$ cat config.mk
export PLATFORM = sky130hd
export DESIGN_NAME = baseline_trigger
export DESIGN_NICKNAME = d
export VERILOG_FILES = /design/src/rtl/baseline_trigger.sv
export SDC_FILE = /design/constraint.sdc
export NUM_CORES = 1
export LEC_CHECK = 0
export ABC_AREA = 1
export ABC_CLOCK_PERIOD_IN_PS = 3600
export CORE_MARGIN = 1
export CORE_UTILIZATION = 61
export CTS_BUF_LIST = sky130_fd_sc_hd__clkbuf_16
export DETAILED_ROUTE_END_ITERATION = 10
export PLACE_DENSITY = 0.86
export RECOVER_POWER = 25
export SYNTH_ARGS = -nofsm -noshare
export SYNTH_HDL_FRONTEND = slang
export SYNTH_SLANG_ARGS = --single-unit
$ cat constraint.sdc
create_clock -name clk -period 3.6 [get_ports clk]
set_clock_uncertainty 0.2 [all_clocks]
set_input_delay 0.36 -clock clk [delete_from_list [all_inputs] [get_ports clk]]
set_output_delay 0.36 -clock clk [all_outputs]
set_load 0.1 [all_outputs]
$ cat src/rtl/baseline_trigger.sv
// baseline_trigger: subtracts the averaged baseline from the raw ADC stream
// with saturation, then runs a threshold/width discriminator that emits a
// trigger pulse, the event peak and the event start timestamp.
module baseline_trigger #(
  parameter int MIN_WIDTH = 4,
  parameter int HOLDOFF   = 64,
  parameter int TS_W      = 48
) (
  input  logic               clk,
  input  logic               reset,
  input  logic               enable,
  input  logic signed [15:0] x,
  input  logic signed [15:0] baseline,
  input  logic               baseline_valid,
  input  logic signed [15:0] threshold,
  output logic signed [15:0] x_sub,
  output logic               trig,
  output logic signed [15:0] peak,
  output logic               peak_valid,
  output logic [TS_W-1:0]    event_ts,
  output logic               busy
);

  typedef enum logic [1:0] {
    ST_IDLE,
    ST_ARMED,
    ST_ABOVE,
    ST_HOLDOFF
  } state_t;

  state_t             state;
  logic               reset_reg;
  logic               enable_reg;
  logic signed [15:0] x_reg;
  logic signed [15:0] baseline_reg;
  logic signed [16:0] diff;
  logic signed [15:0] diff_sat;
  logic [TS_W-1:0]    ts;
  logic [TS_W-1:0]    ts_acc;
  logic signed [15:0] peak_acc;
  logic [7:0]         width;
  logic [8:0]         width_inc;
  logic [15:0]        hold_cnt;
  logic               above;

  // Register reset and enable once so control timing lines up with the upstream stage.
  always_ff @(posedge clk) begin
    reset_reg  <= reset;
    enable_reg <= enable;
  end

  // Stage 1: capture the raw sample and the baseline together.
  always_ff @(posedge clk) begin
    if (reset_reg) begin
      x_reg        <= '0;
      baseline_reg <= '0;
    end else begin
      x_reg        <= x;
      baseline_reg <= baseline;
    end
  end

  assign diff = {x_reg[15], x_reg} - {baseline_reg[15], baseline_reg};

  // Clamp the 17-bit difference into the 16-bit signed range.
  always_comb begin
    diff_sat = diff[15:0];
    if (diff[16] != diff[15]) begin
      diff_sat = diff[16] ? 16'sh8000 : 16'sh7fff;
    end
  end

  // Stage 2: the corrected sample, running independent of the discriminator.
  always_ff @(posedge clk) begin
    if (reset_reg) begin
      x_sub <= '0;
    end else begin
      x_sub <= diff_sat;
    end
  end

  // Free-running timestamp; wraps silently.
  always_ff @(posedge clk) begin
    if (reset_reg) begin
      ts <= '0;
    end else begin
      ts <= ts + TS_W'(1);
    end
  end

  assign above     = (x_sub > threshold);
  assign width_inc = {1'b0, width} + 9'd1;

  // Discriminator FSM with registered trigger, peak and timestamp outputs.
  always_ff @(posedge clk) begin
    if (reset_reg) begin
      state      <= ST_IDLE;
      width      <= '0;
      hold_cnt   <= '0;
      peak_acc   <= '0;
      ts_acc     <= '0;
      trig       <= 1'b0;
      peak_valid <= 1'b0;
      peak       <= '0;
      event_ts   <= '0;
      busy       <= 1'b0;
    end else begin
      trig       <= 1'b0;
      peak_valid <= 1'b0;
      if (!enable_reg || !baseline_valid) begin
        state <= ST_IDLE;
        busy  <= 1'b0;
      end else begin
        case (state)
          ST_IDLE: begin
            state <= ST_ARMED;
            busy  <= 1'b0;
          end
          ST_ARMED: begin
            if (above) begin
              state    <= ST_ABOVE;
              busy     <= 1'b1;
              width    <= 8'd1;
              peak_acc <= x_sub;
              ts_acc   <= ts;
              trig     <= (MIN_WIDTH == 1);
            end
          end
          ST_ABOVE: begin
            if (above) begin
              if (width != 8'd255) begin
                width <= width + 8'd1;
              end
              if (x_sub > peak_acc) begin
                peak_acc <= x_sub;
              end
              if (width_inc == 9'(MIN_WIDTH)) begin
                trig <= 1'b1;
              end
            end else if (int'(width) >= MIN_WIDTH) begin
              peak       <= peak_acc;
              event_ts   <= ts_acc;
              peak_valid <= 1'b1;
              hold_cnt   <= '0;
              state      <= ST_HOLDOFF;
            end else begin
              state <= ST_ARMED;
              busy  <= 1'b0;
            end
          end
          ST_HOLDOFF: begin
            if (hold_cnt == 16'(HOLDOFF - 1)) begin
              state <= ST_ARMED;
              busy  <= 1'b0;
            end else begin
              hold_cnt <= hold_cnt + 16'd1;
            end
          end
          default: begin
            state <= ST_IDLE;
            busy  <= 1'b0;
          end
        endcase
      end
    end
  end

endmodule

==> results of run 1 <==
## cell type report
type / instances / share of cell area
clock buffers: 26 / 0.0455
inverters: 201 / 0.0528
multi-input cells: 1150 / 0.410
repair buffers: 145 / 0.101
clock inverters: 22 / 0.00989
well taps: 265 / 0.0232
flip-flops and latches: 255 / 0.357
## how the worst max path moves through the flow
stage | to | slack [ns] | cells after the start
finish | x_sub[14] | 0.73 | 3
global route | x_sub[14] | 0.52 | 3
CTS | x_sub[7] | 0.84 | 1
detailed placement | peak_acc[3] | 0.47 | 14
global placement | ts_acc[44] | 0.57 | 13
floorplan | ts_acc[13] | 0.66 | 13
## power by group through the flow
stage	combinational (W)	clock (W)	sequential, W
after floorplan	0.000561	0	0.00335
after global placement	0.00113	0	0.00306
after detailed placement	0.00116	0	0.00307
after CTS	0.00117	0.00253	0.00300
after global routing	0.00127	0.00265	0.00301
final	0.00117	0.00250	0.00301
## kinds of logic after synthesis
family | count (synthesis)
simple gates | 819
buf+inv | 267
flops | 255
compound gates | 245
fa+ha+maj | 58
xor+xnor | 28
## per-stage QoR
step	setup slack [ns]	utilization	area (um^2)
final	0.735	0.735	14300
after global routing	0.522	0.735	14300
after CTS	0.835	0.737	14300
after detailed placement	0.470	0.696	13600
after floorplan	0.658	-	12100
after global placement	0.573	0.696	13600
## routing by layer
layer / wire, um / track usage / vias up
met2: 13100 / 0.472 / 339
met1: 12700 / 0.361 / 5150
met3: 1800 / 0.0366 / 59
li1: - / - / 5613
met4: 652 / 0.0849 / 0
met5: 0 / 0 / -
## critical path: cells and delay by family (launching register included)
family,cells,cell delay (ns)
buf+inv,1,1.26
simple gates,1,0.56
compound gates,1,0.25
flops,1,0.48
## cells in the final DEF, fill, tap and decap left out, types with 2 or more instances in the layout
master,instances
a21o_1,4
a21oi_1,138
buf_12,2
buf_4,8
clkbuf_16,26
clkdlybuf4s50_1,132
clkinv_1,3
clkinv_2,12
dfxtp_1,254
dlygate4sd3_1,2
ha_1,57
inv_1,203
inv_2,2
nand2_1,283
nand2_2,5
nand2_4,3
nand3_1,109
nand3_2,2
nand3b_1,3
nand4_1,40
nor2_1,279
nor2_2,15
nor2_4,3
nor3_1,42
nor3_2,2
nor3b_1,10
nor3b_2,2
nor4_1,11
o21a_1,4
o21ai_0,89
o21ai_1,4
or2_2,6
xnor2_1,10
xor2_1,18
==> results.md, run 1 <==
- Status: finished, violations left
- Violated checks: capacitance limit, slew limit
- Clk buf depth: 3
- Simple-gate share of the synthesized area: 0.303
- Synth Area in Compound Gates: 0.105
- Total power: 0.00668 W
- #FFs+latches synth: 255
- Total negative slack: 0 ns
- Adder-cell share of the synthesized area: 0.0606
- # diodes: 0
- Synth Warn #: 0
- Worst Hold Endpoint: baseline_reg[1]
- Clock share of power: 0.375
- Gpl congestion: 0.947
- R2r endpoint: x_sub[14]
- Layout Area Growth over Synthesis: 18.1%
- Mean number of vias per cell: 5.41
- First-pass GRT wire length: 46100 um
- Worst IR Drop VDD: 0.353 mV
- Area of the multi-input gates: 5860 um^2
- Post-CTS setup buffers: 0
- Int Pwr: 0.00466 W
- Syn Inst Count: 1672
- RSZ-0062 raised after global routing: false
- Fmax: 349 MHz
- Post-Place Cells: 2016
- Reg area: 5110 um^2
- CP Max Fanout: 58
- Sequential fraction of the synthesis area: 0.422
- Final Max Slew Viols: 150
- Largest net degree at the start of global routing: 91
- Remaining Overflow, GRT: 0
- Slowest stage delay, CP: 1.26 ns
- Remaining DRCs: 0
- Full die area: 20400 um^2
- Initial antenna violation count: 0
- Iter 0 DRT Violations: 670
- Hold buffers post-CTS: 0
- Overall Global Routing Usage: 0.276
- Layout cells sized above 1: 0.0545
- Port bufs: 134
- Antenna Violating Nets Remaining: 0
- CTS buffer count: 26
- Fillers: 1543
- CTS tree: built
- Reg2Reg Setup Slack: 0.73 ns
- Number of synthesized flops with an enable pin: 0
- Core Rows: 51
- Share of the synthesized area in the top cell type: 0.422
- Vias in the first global route: 9951
- Clock Tree Root: clkbuf_16
- DIE HEIGHT: 143 um
- Wire per inst: 13.7 um
- Mux cell area share after synthesis: 0
- Sw power: 0.00202 W
- Clk sinks: 255
- LEAKAGE: 5.70 nW
- Hold crit path type: in -> reg
- Flop pwr share: 0.450
- Max-cap violations: 2
- CP startpoint: reset_reg
- Hold Path Stages: 3
- Sw Ratio: 0.302
- PD cells: 467 nW/um^2
- WS Path Type: reg -> reg
- Syn avg cell area: 7.24 um^2
- Largest regs: event_ts: 48 flops, ts: 48 flops, ts_acc: 48 flops
- Post-Route WL: 28300 um
- Cell Area, Synth: 12100 um^2
- Area contributors post-synth: dfxtp_1 42%, nand2_1 8.7%, nor2_1 8.5%, inv_1 6.1%, ha_1 5.9%
- First-pass iteration count of the detailed router: 5
- Synth Net Count: 1782
- Via count: 11161
- Crit-path cells: inv_1 > nand3_1 > o21ai_0
- Startpoint types: register
- R2r startpoint: reset_reg
- Detail Placement HPWL: 19500 um
- Io pins: 135
- Most frequent cell after synthesis: nand2_1
- Largest family of logic cells by synthesized area: simple AND/OR/NAND/NOR gates
- DIE WIDTH: 143 um
- Synth unique cells: 43
- Most used flip-flop cell after synthesis: dfxtp_1
- Post-CTS sizing: 0
- Crit path DAT: 3.10 ns
- Clock Latency Late Sink: 0.54 ns
- Slowest CP cell: inv_1
- Reg2Reg Depth: 3
- Logic pwr share: 0.175
- Most frequent cells after synthesis: 282 x nand2_1, 275 x nor2_1, 255 x dfxtp_1, 198 x inv_1, 137 x a21oi_1
- Area leader, netlist: dfxtp_1
- Final nets: 1889
- Crit end category: register
- Final Hold Slack: 0.144 ns
- Final Hold Vio Count: 0
- Core region area: 19500 um^2
- Non-filler instance count after layout: 2064
- FFs w/ async S/R, synth: 0
- Setup violations, final: 0
- Slew @ Worst Pin: 1.80 ns
- CP Data Required Time: 3.83 ns
- Clk pin slew, worst setup/hold paths: 0.06 ns
- Post-route clock period utilization: 0.796
- Relative slew slack: -0.200
- CTS H-tree depth: 1
- Xor/xnor share of the synthesized area: 0.0203
- Starting utilization of the core area: 0.622
- Final min period: 2.87 ns
- Min-delay src: baseline[1]
(Power assumes the default switching activity.)
==> run 2: changes to the inputs <==
--- a/config.mk
+++ b/config.mk
@@ -6,12 +6,12 @@
 export NUM_CORES = 1
 export LEC_CHECK = 0
 export ABC_AREA = 1
-export ABC_CLOCK_PERIOD_IN_PS = 3600
+export ABC_CLOCK_PERIOD_IN_PS = 2790
 export CORE_MARGIN = 1
-export CORE_UTILIZATION = 61
+export CORE_UTILIZATION = 57
 export CTS_BUF_LIST = sky130_fd_sc_hd__clkbuf_16
 export DETAILED_ROUTE_END_ITERATION = 10
-export PLACE_DENSITY = 0.86
+export PLACE_DENSITY = 0.81
 export RECOVER_POWER = 25
 export SYNTH_ARGS = -nofsm -noshare
 export SYNTH_HDL_FRONTEND = slang
==> constraint.sdc (replaced) <==
create_clock -name clk -period 2.79 [get_ports clk]
set_clock_uncertainty 0.2 [all_clocks]
set_input_delay 0.279 -clock clk [delete_from_list [all_inputs] [get_ports clk]]
set_output_delay 0.279 -clock clk [all_outputs]
set_load 0.1 [all_outputs]
==> results.md, run 2 (synthesis results as in run 1) <==
- Io pins: 135 (unchanged)
- LEAKAGE: 5.78 nW (was 5.70 nW)
- CP Max Fanout: 9 (was 58)
- Core region area: 20500 um^2 (was 19500 um^2)
- Layout cells sized above 1: 0.0967 (was 0.0545)
- CTS buffer count: 26 (unchanged)
- Clk sinks: 255 (unchanged)
- WS Path Type: reg -> reg (unchanged)
- Met2 usage: 0.427 (was 0.472)
- CTS H-tree depth: 1 (unchanged)
- Crit end category: register (unchanged)
- Setup violations, final: 0 (unchanged)
- CP endpoint: x_sub[13] (was x_sub[14])
- Post-route clock period utilization: 0.890 (was 0.796)
- Hold Path Stages: 3 (unchanged)
- Mean number of vias per cell: 5.27 (was 5.41)
- Final Hold Vio Count: 0 (unchanged)
- Relative slew slack: 0.122 (was -0.200)
- Largest regs: event_ts: 48 flops, ts: 48 flops, ts_acc: 48 flops (unchanged)
- Post-Route WL: 27800 um (was 28300 um)
- Core Rows: 52 (was 51)
- Most frequent cells in the layout: 282 x nand2_1, 275 x nor2_1, 240 x dfxtp_1, 203 x inv_1, 136 x a21oi_1 (was 283 x nand2_1, 279 x nor2_1, 254 x dfxtp_1, 203 x inv_1, 138 x a21oi_1)
- RSZ-0062 raised after global routing: false (unchanged)
- Via count: 10955 (was 11161)
- Final min period: 2.48 ns (was 2.87 ns)
- Overall Global Routing Usage: 0.260 (was 0.276)
- Full die area: 21800 um^2 (was 20400 um^2)
- First-pass iteration count of the detailed router: 5 (unchanged)
- Largest net degree at the start of global routing: 68 (was 91)
- Startpoint types: register (unchanged)
- Remaining DRCs: 0 (unchanged)
- Starting utilization of the core area: 0.590 (was 0.622)
- Global route hottest layer: met2 (unchanged)
- CP Data Required Time: 3.02 ns (was 3.83 ns)
- Status: finished, final reports clean (was finished, violations left)
- Port bufs: 134 (unchanged)
- Slew @ Worst Pin: 1.32 ns (was 1.80 ns)
- M3 GR Usage: 0.0340 (was 0.0366)
- Iter 0 DRT Violations: 608 (was 670)
- Remaining Overflow, GRT: 0 (unchanged)
- Final nets: 1901 (was 1889)
- Vias in the first global route: 9963 (was 9951)
- Final Max Slew Viols: 0 (was 150)
- Total negative slack: 0 ns (unchanged)
- Crit path DAT: 2.72 ns (was 3.10 ns)
- PD cells: 610 nW/um^2 (was 467 nW/um^2)
- CTS tree: built (unchanged)
- Worst IR Drop VDD: 0.478 mV (was 0.353 mV)
- Wire per inst: 13.4 um (was 13.7 um)
- Design area: 14200 um^2 (was 14300 um^2)
- Post-CTS setup buffers: 0 (unchanged)
- Most common cell after layout, fill and taps aside: nand2_1 (unchanged)
- Reg2Reg Setup Slack: 0.31 ns (was 0.73 ns)
- Hold crit path type: in -> reg (unchanged)
- R2r startpoint: x_reg[0] (was reset_reg)
- Placed cell area: 13500 um^2 (was 13600 um^2)
- Gpl congestion: 0.951 (was 0.947)
- Initial antenna violation count: 0 (unchanged)
- CP startpoint: x_reg[0] (was reset_reg)
- Antenna Violating Nets Remaining: 0 (unchanged)
- First-pass GRT wire length: 47200 um (was 46100 um)
- Clk pin slew, worst setup/hold paths: 0.06 ns (about the same)
- Clock Latency Late Sink: 0.53 ns (was 0.54 ns)
- DIE WIDTH: 148 um (was 143 um)
- Fmax: 403 MHz (was 349 MHz)
- Max-cap violations: 0 (was 2)
- Layout Area Growth over Synthesis: 17.3% (was 18.1%)
- Clk buf depth: 3 (unchanged)
- Clock Tree Root: clkbuf_16 (unchanged)
- Detail Placement HPWL: 19900 um (was 19500 um)
- Met1 GRT Util: 0.359 (was 0.361)
- DIE HEIGHT: 148 um (was 143 um)
- R2r endpoint: x_sub[13] (was x_sub[14])
- Reg2Reg Depth: 14 (was 3)
- # diodes: 0 (unchanged)
run 2: layer usage:
layer | wire [um] | vias to the layer above
met3 | 1600 | 42
met1 | 13100 | 4992
met4 | 482 | 0
li1 | - | 5637
met2 | 12700 | 284
met5 | 0 | -
run 2: power breakdown:
| part | switching [W] | total, W | internal, W |
|---|---|---|---|
| clock | 0.00140 | 0.00327 | 0.00187 |
| sequential | 0.000135 | 0.00389 | 0.00376 |
| combinational | 0.00103 | 0.00150 | 0.000475 |
| total | 0.00256 | 0.00866 | 0.00610 |
run 2: stage by stage:
step                      worst slack, ns  instances   util  hold slack (ns)  power (W)
after floorplan                    0.0518       1672      -            0.107    0.00506
after global placement             0.0414       2032  0.660            0.246    0.00543
after detailed placement          -0.0412       2032  0.660            0.250    0.00546
after CTS                          0.0953       2079  0.700          0.00564    0.00870
after global routing               0.0724       2079  0.693           0.0559    0.00903
final                               0.306       2079  0.693           0.0583    0.00866
run 2: worst min path at each step:
stage / slack, ns / from / endpoint
after floorplan: 0.11 / enable / enable_reg
final: 0.06 / baseline[4] / baseline_reg[4]
after CTS: 0.006 / enable / enable_reg
after detailed placement: 0.25 / ts_acc[35] / ts_acc[35]
after global placement: 0.25 / ts_acc[2] / ts_acc[2]
after global routing: 0.06 / baseline[14] / baseline_reg[14]
run 2: layout make-up:
class / instances / area [um^2]
fill: 1792 / 6290
multi-input combinational: 1150 / 5930
sequential: 255 / 5120
timing repair buffer: 157 / 1260
inverter: 201 / 754
clock buffer: 26 / 651
tap: 270 / 338
clock inverter: 20 / 149
run 2: what timing repair did:
item,in CTS,in global routing
endpoints found under the setup margin,0,24
endpoints found under the hold margin,1,0
hold buffers,1,0
resized for setup,0,3
run 2: worst max-delay path, cell delays in order, from the launching register on:
cell and delay (ns):
dfxtp_1 0.29, inv_1 0.05, ha_1 0.13, inv_1 0.06, fa_1 0.40, nand3_1 0.10
nand2_1 0.09, nand4_1 0.09, nand2_1 0.10, nand2_1 0.07, nand2_1 0.10, xor2_1 0.16
nand2_1 0.18, nand2_2 0.14, o21ai_0 0.22
==> run 3: changes to the inputs <==
==> constraint.sdc (replaced) <==
create_clock -name clk -period 2.79 [get_ports clk]
set_clock_uncertainty 0.2 [all_clocks]
set_input_delay 0.279 -clock clk [delete_from_list [all_inputs] [get_ports clk]]
set_output_delay 0.279 -clock clk [all_outputs]
set_load 0.05 [all_outputs]
==> results.md, run 3 (synthesis results as in run 1) <==
- Layout cells sized above 1: 0.0637 (was 0.0967)
- Hold crit path type: in -> reg (unchanged)
- Core region area: 20500 um^2 (unchanged)
- Clock Tree Root: clkbuf_16 (unchanged)
- Crit path DAT: 2.76 ns (was 2.72 ns)
- Min-delay src: baseline[4] (unchanged)
- Final Hold Vio Count: 0 (unchanged)
- # diodes: 0 (unchanged)
- Fmax: 391 MHz (was 403 MHz)
- DIE WIDTH: 148 um (unchanged)
- Most frequent cells in the layout: 284 x nand2_1, 277 x nor2_1, 254 x dfxtp_1, 205 x inv_1, 137 x a21oi_1 (was 282 x nand2_1, 275 x nor2_1, 240 x dfxtp_1, 203 x inv_1, 136 x a21oi_1)
- R2r startpoint: x_sub[5] (was x_reg[0])
- Port bufs: 134 (unchanged)
- Worst IR Drop VDD: 0.438 mV (was 0.478 mV)
- CTS buffer count: 26 (unchanged)
- Antenna Violating Nets Remaining: 0 (unchanged)
- Core Rows: 52 (unchanged)
- CP Data Required Time: 2.99 ns (was 3.02 ns)
- Layout Area Growth over Synthesis: 21.1% (was 17.3%)
- Initial antenna violation count: 0 (unchanged)
- Reg2Reg Depth: 14 (unchanged)
- Hold buffers post-CTS: 0 (was 1)
- Fillers: 1736 (was 1792)
- Clock Latency Late Sink: 0.52 ns (was 0.53 ns)
- Status: finished, final reports clean (unchanged)
- RSZ-0062 raised after global routing: false (unchanged)
- Design area: 14700 um^2 (was 14200 um^2)
- Io pins: 135 (unchanged)
- Post-Place Cells: 2044 (was 2032)
- Clk buf depth: 3 (unchanged)
- Clk sinks: 255 (unchanged)
- Max-cap violations: 0 (unchanged)
- Crit end category: register (unchanged)
- Relative slew slack: 0.443 (was 0.122)
- CP startpoint: x_sub[5] (was x_reg[0])
- Reg2Reg Setup Slack: 0.23 ns (was 0.31 ns)
- CP Max Fanout: 28 (was 9)
- Starting utilization of the core area: 0.590 (unchanged)
- Largest regs: event_ts: 48 flops, ts: 48 flops, ts_acc: 48 flops (unchanged)
- Final nets: 1912 (was 1901)
- PD cells: 595 nW/um^2 (was 610 nW/um^2)
- Clk pin slew, worst setup/hold paths: 0.06 ns (about the same)
- Wire per inst: 14.1 um (was 13.4 um)
- Post-Route WL: 29600 um (was 27800 um)
- Overall Global Routing Usage: 0.274 (was 0.260)
- Via count: 11205 (was 10955)
- Largest net degree at the start of global routing: 78 (was 68)
- CTS tree: built (unchanged)
- Remaining DRCs: 0 (unchanged)
- Non-filler instance count after layout: 2091 (was 2079)
- R2r endpoint: ts_acc[19] (was x_sub[13])
- Final min period: 2.56 ns (was 2.48 ns)
- Iter 0 DRT Violations: 719 (was 608)
- Slowest stage delay, CP: 0.50 ns (was 0.40 ns)
- Post-route clock period utilization: 0.917 (was 0.890)
- Final worst-path setup slack: 0.231 ns (was 0.306 ns)
- Full die area: 21800 um^2 (unchanged)
- Detail Placement HPWL: 21000 um (was 19900 um)
- Vias in the first global route: 10672 (was 9963)
- First-pass iteration count of the detailed router: 5 (unchanged)
- Pre-CTS setup slack: -0.0805 ns (was -0.0412 ns)
- Remaining Overflow, GRT: 0 (unchanged)
- Total power: 0.00872 W (was 0.00866 W)
- Most common cell after layout, fill and taps aside: nand2_1 (unchanged)
- Final Max Slew Viols: 0 (unchanged)
- LEAKAGE: 5.95 nW (was 5.78 nW)
- Slowest CP cell: dfxtp_1 (was fa_1)
- Placed cell area: 13800 um^2 (was 13500 um^2)
- DIE HEIGHT: 148 um (unchanged)
- Hold Path Stages: 3 (unchanged)
- Slew @ Worst Pin: 0.835 ns (was 1.32 ns)
- Startpoint types: register (unchanged)
- Crit-path cells: ha_1 > a21oi_1 > nor2_1 > nor2_1 > nand2_1 > nand2_1 > nand2_1 > nand2_1 > nand3_4 > nor2_4 > nand2_1 > buf_12 > nand2_1 > a21oi_1 (was inv_1 > ha_1 > inv_1 > fa_1 > nand3_1 > nand2_1 > nand4_1 > nand2_1 > nand2_1 > nand2_1 > xor2_1 > nand2_1 > nand2_2 > o21ai_0)
- CTS H-tree depth: 1 (unchanged)
- Mean number of vias per cell: 5.36 (was 5.27)
- Worst Hold Endpoint: baseline_reg[4] (unchanged)
- Setup violations, final: 0 (unchanged)
- Total negative slack: 0 ns (unchanged)
- Gpl congestion: 0.931 (was 0.951)
- WS Path Type: reg -> reg (unchanged)
- First-pass GRT wire length: 49700 um (was 47200 um)
- Post-CTS setup buffers: 0 (unchanged)
- Most common cell on crit path: nand2_1 (unchanged)
[run 3: cell count changes in the layout (fill, tap and decap cells not counted), sizes merged]
cell / before / now
buf: 64 / 34
bufinv: 2 / 4
clkbuf: 67 / 27
clkdlybuf4s50: 49 / 110
clkinv: 13 / 10
dlygate4sd3: 3 / 24
inv: 206 / 207
[run 3: worst max-delay path by stage]
stage	endpoint	slack [ns]	cells past startpoint
final	ts_acc[19]	0.23	14
after global routing	ts_acc[25]	0.04	13
after CTS	hold_cnt[7]	0.09	11
after detailed placement	ts_acc[41]	-0.08	13
after global placement	ts_acc[19]	0.04	17
after floorplan	ts_acc[13]	0.22	13
[run 3: per-layer routing]
layer  global-route usage  part of all wire  up-vias  wire, um
met4               0.0711             0.020        0       595
met3               0.0349             0.053       49      1580
met1                0.367              0.45     5188     13400
met5                    0                 0        -         0
met2                0.467              0.47      314     13900
li1                     -                 -     5654         -
[run 3: worst max-delay path: cells and delay by family (launching register included)]
family,cells,cell delay [ns]
compound gates,2,0.22
buf+inv,1,0.23
flops,1,0.50
simple gates,10,0.95
fa+ha+maj,1,0.31
[run 3: timing repair]
item                                    CTS  global route
hold endpoints to repair                  0             0
endpoints found under the setup margin    0            17
gates resized for setup                   0             2
[run 3: stage by stage]
stage | utilization | hold slack, ns
2_1_floorplan | - | 0.107
3_3_place_gp | 0.674 | 0.246
3_5_place_dp | 0.674 | 0.252
4_1_cts | 0.716 | 0.00333
5_1_grt | 0.715 | 0.0539
6_report | 0.715 | 0.0628
[run 3: power breakdown]
part	leakage [nW]	switching [W]	internal, W
combinational	3.44	0.000843	0.000533
sequential	2.07	0.000100	0.00374
clock	0.442	0.00140	0.00210
[run 3: cell type report]
cell class              instances  area, um^2  share of cell area
repair buffers                168        1710               0.117
flip-flops and latches        255        5110               0.349
well taps                     270         338              0.0231
inverters                     201         754              0.0515
multi-input cells            1150        5880               0.401
clock buffers                  27         676              0.0461
clock inverters                20         183              0.0125
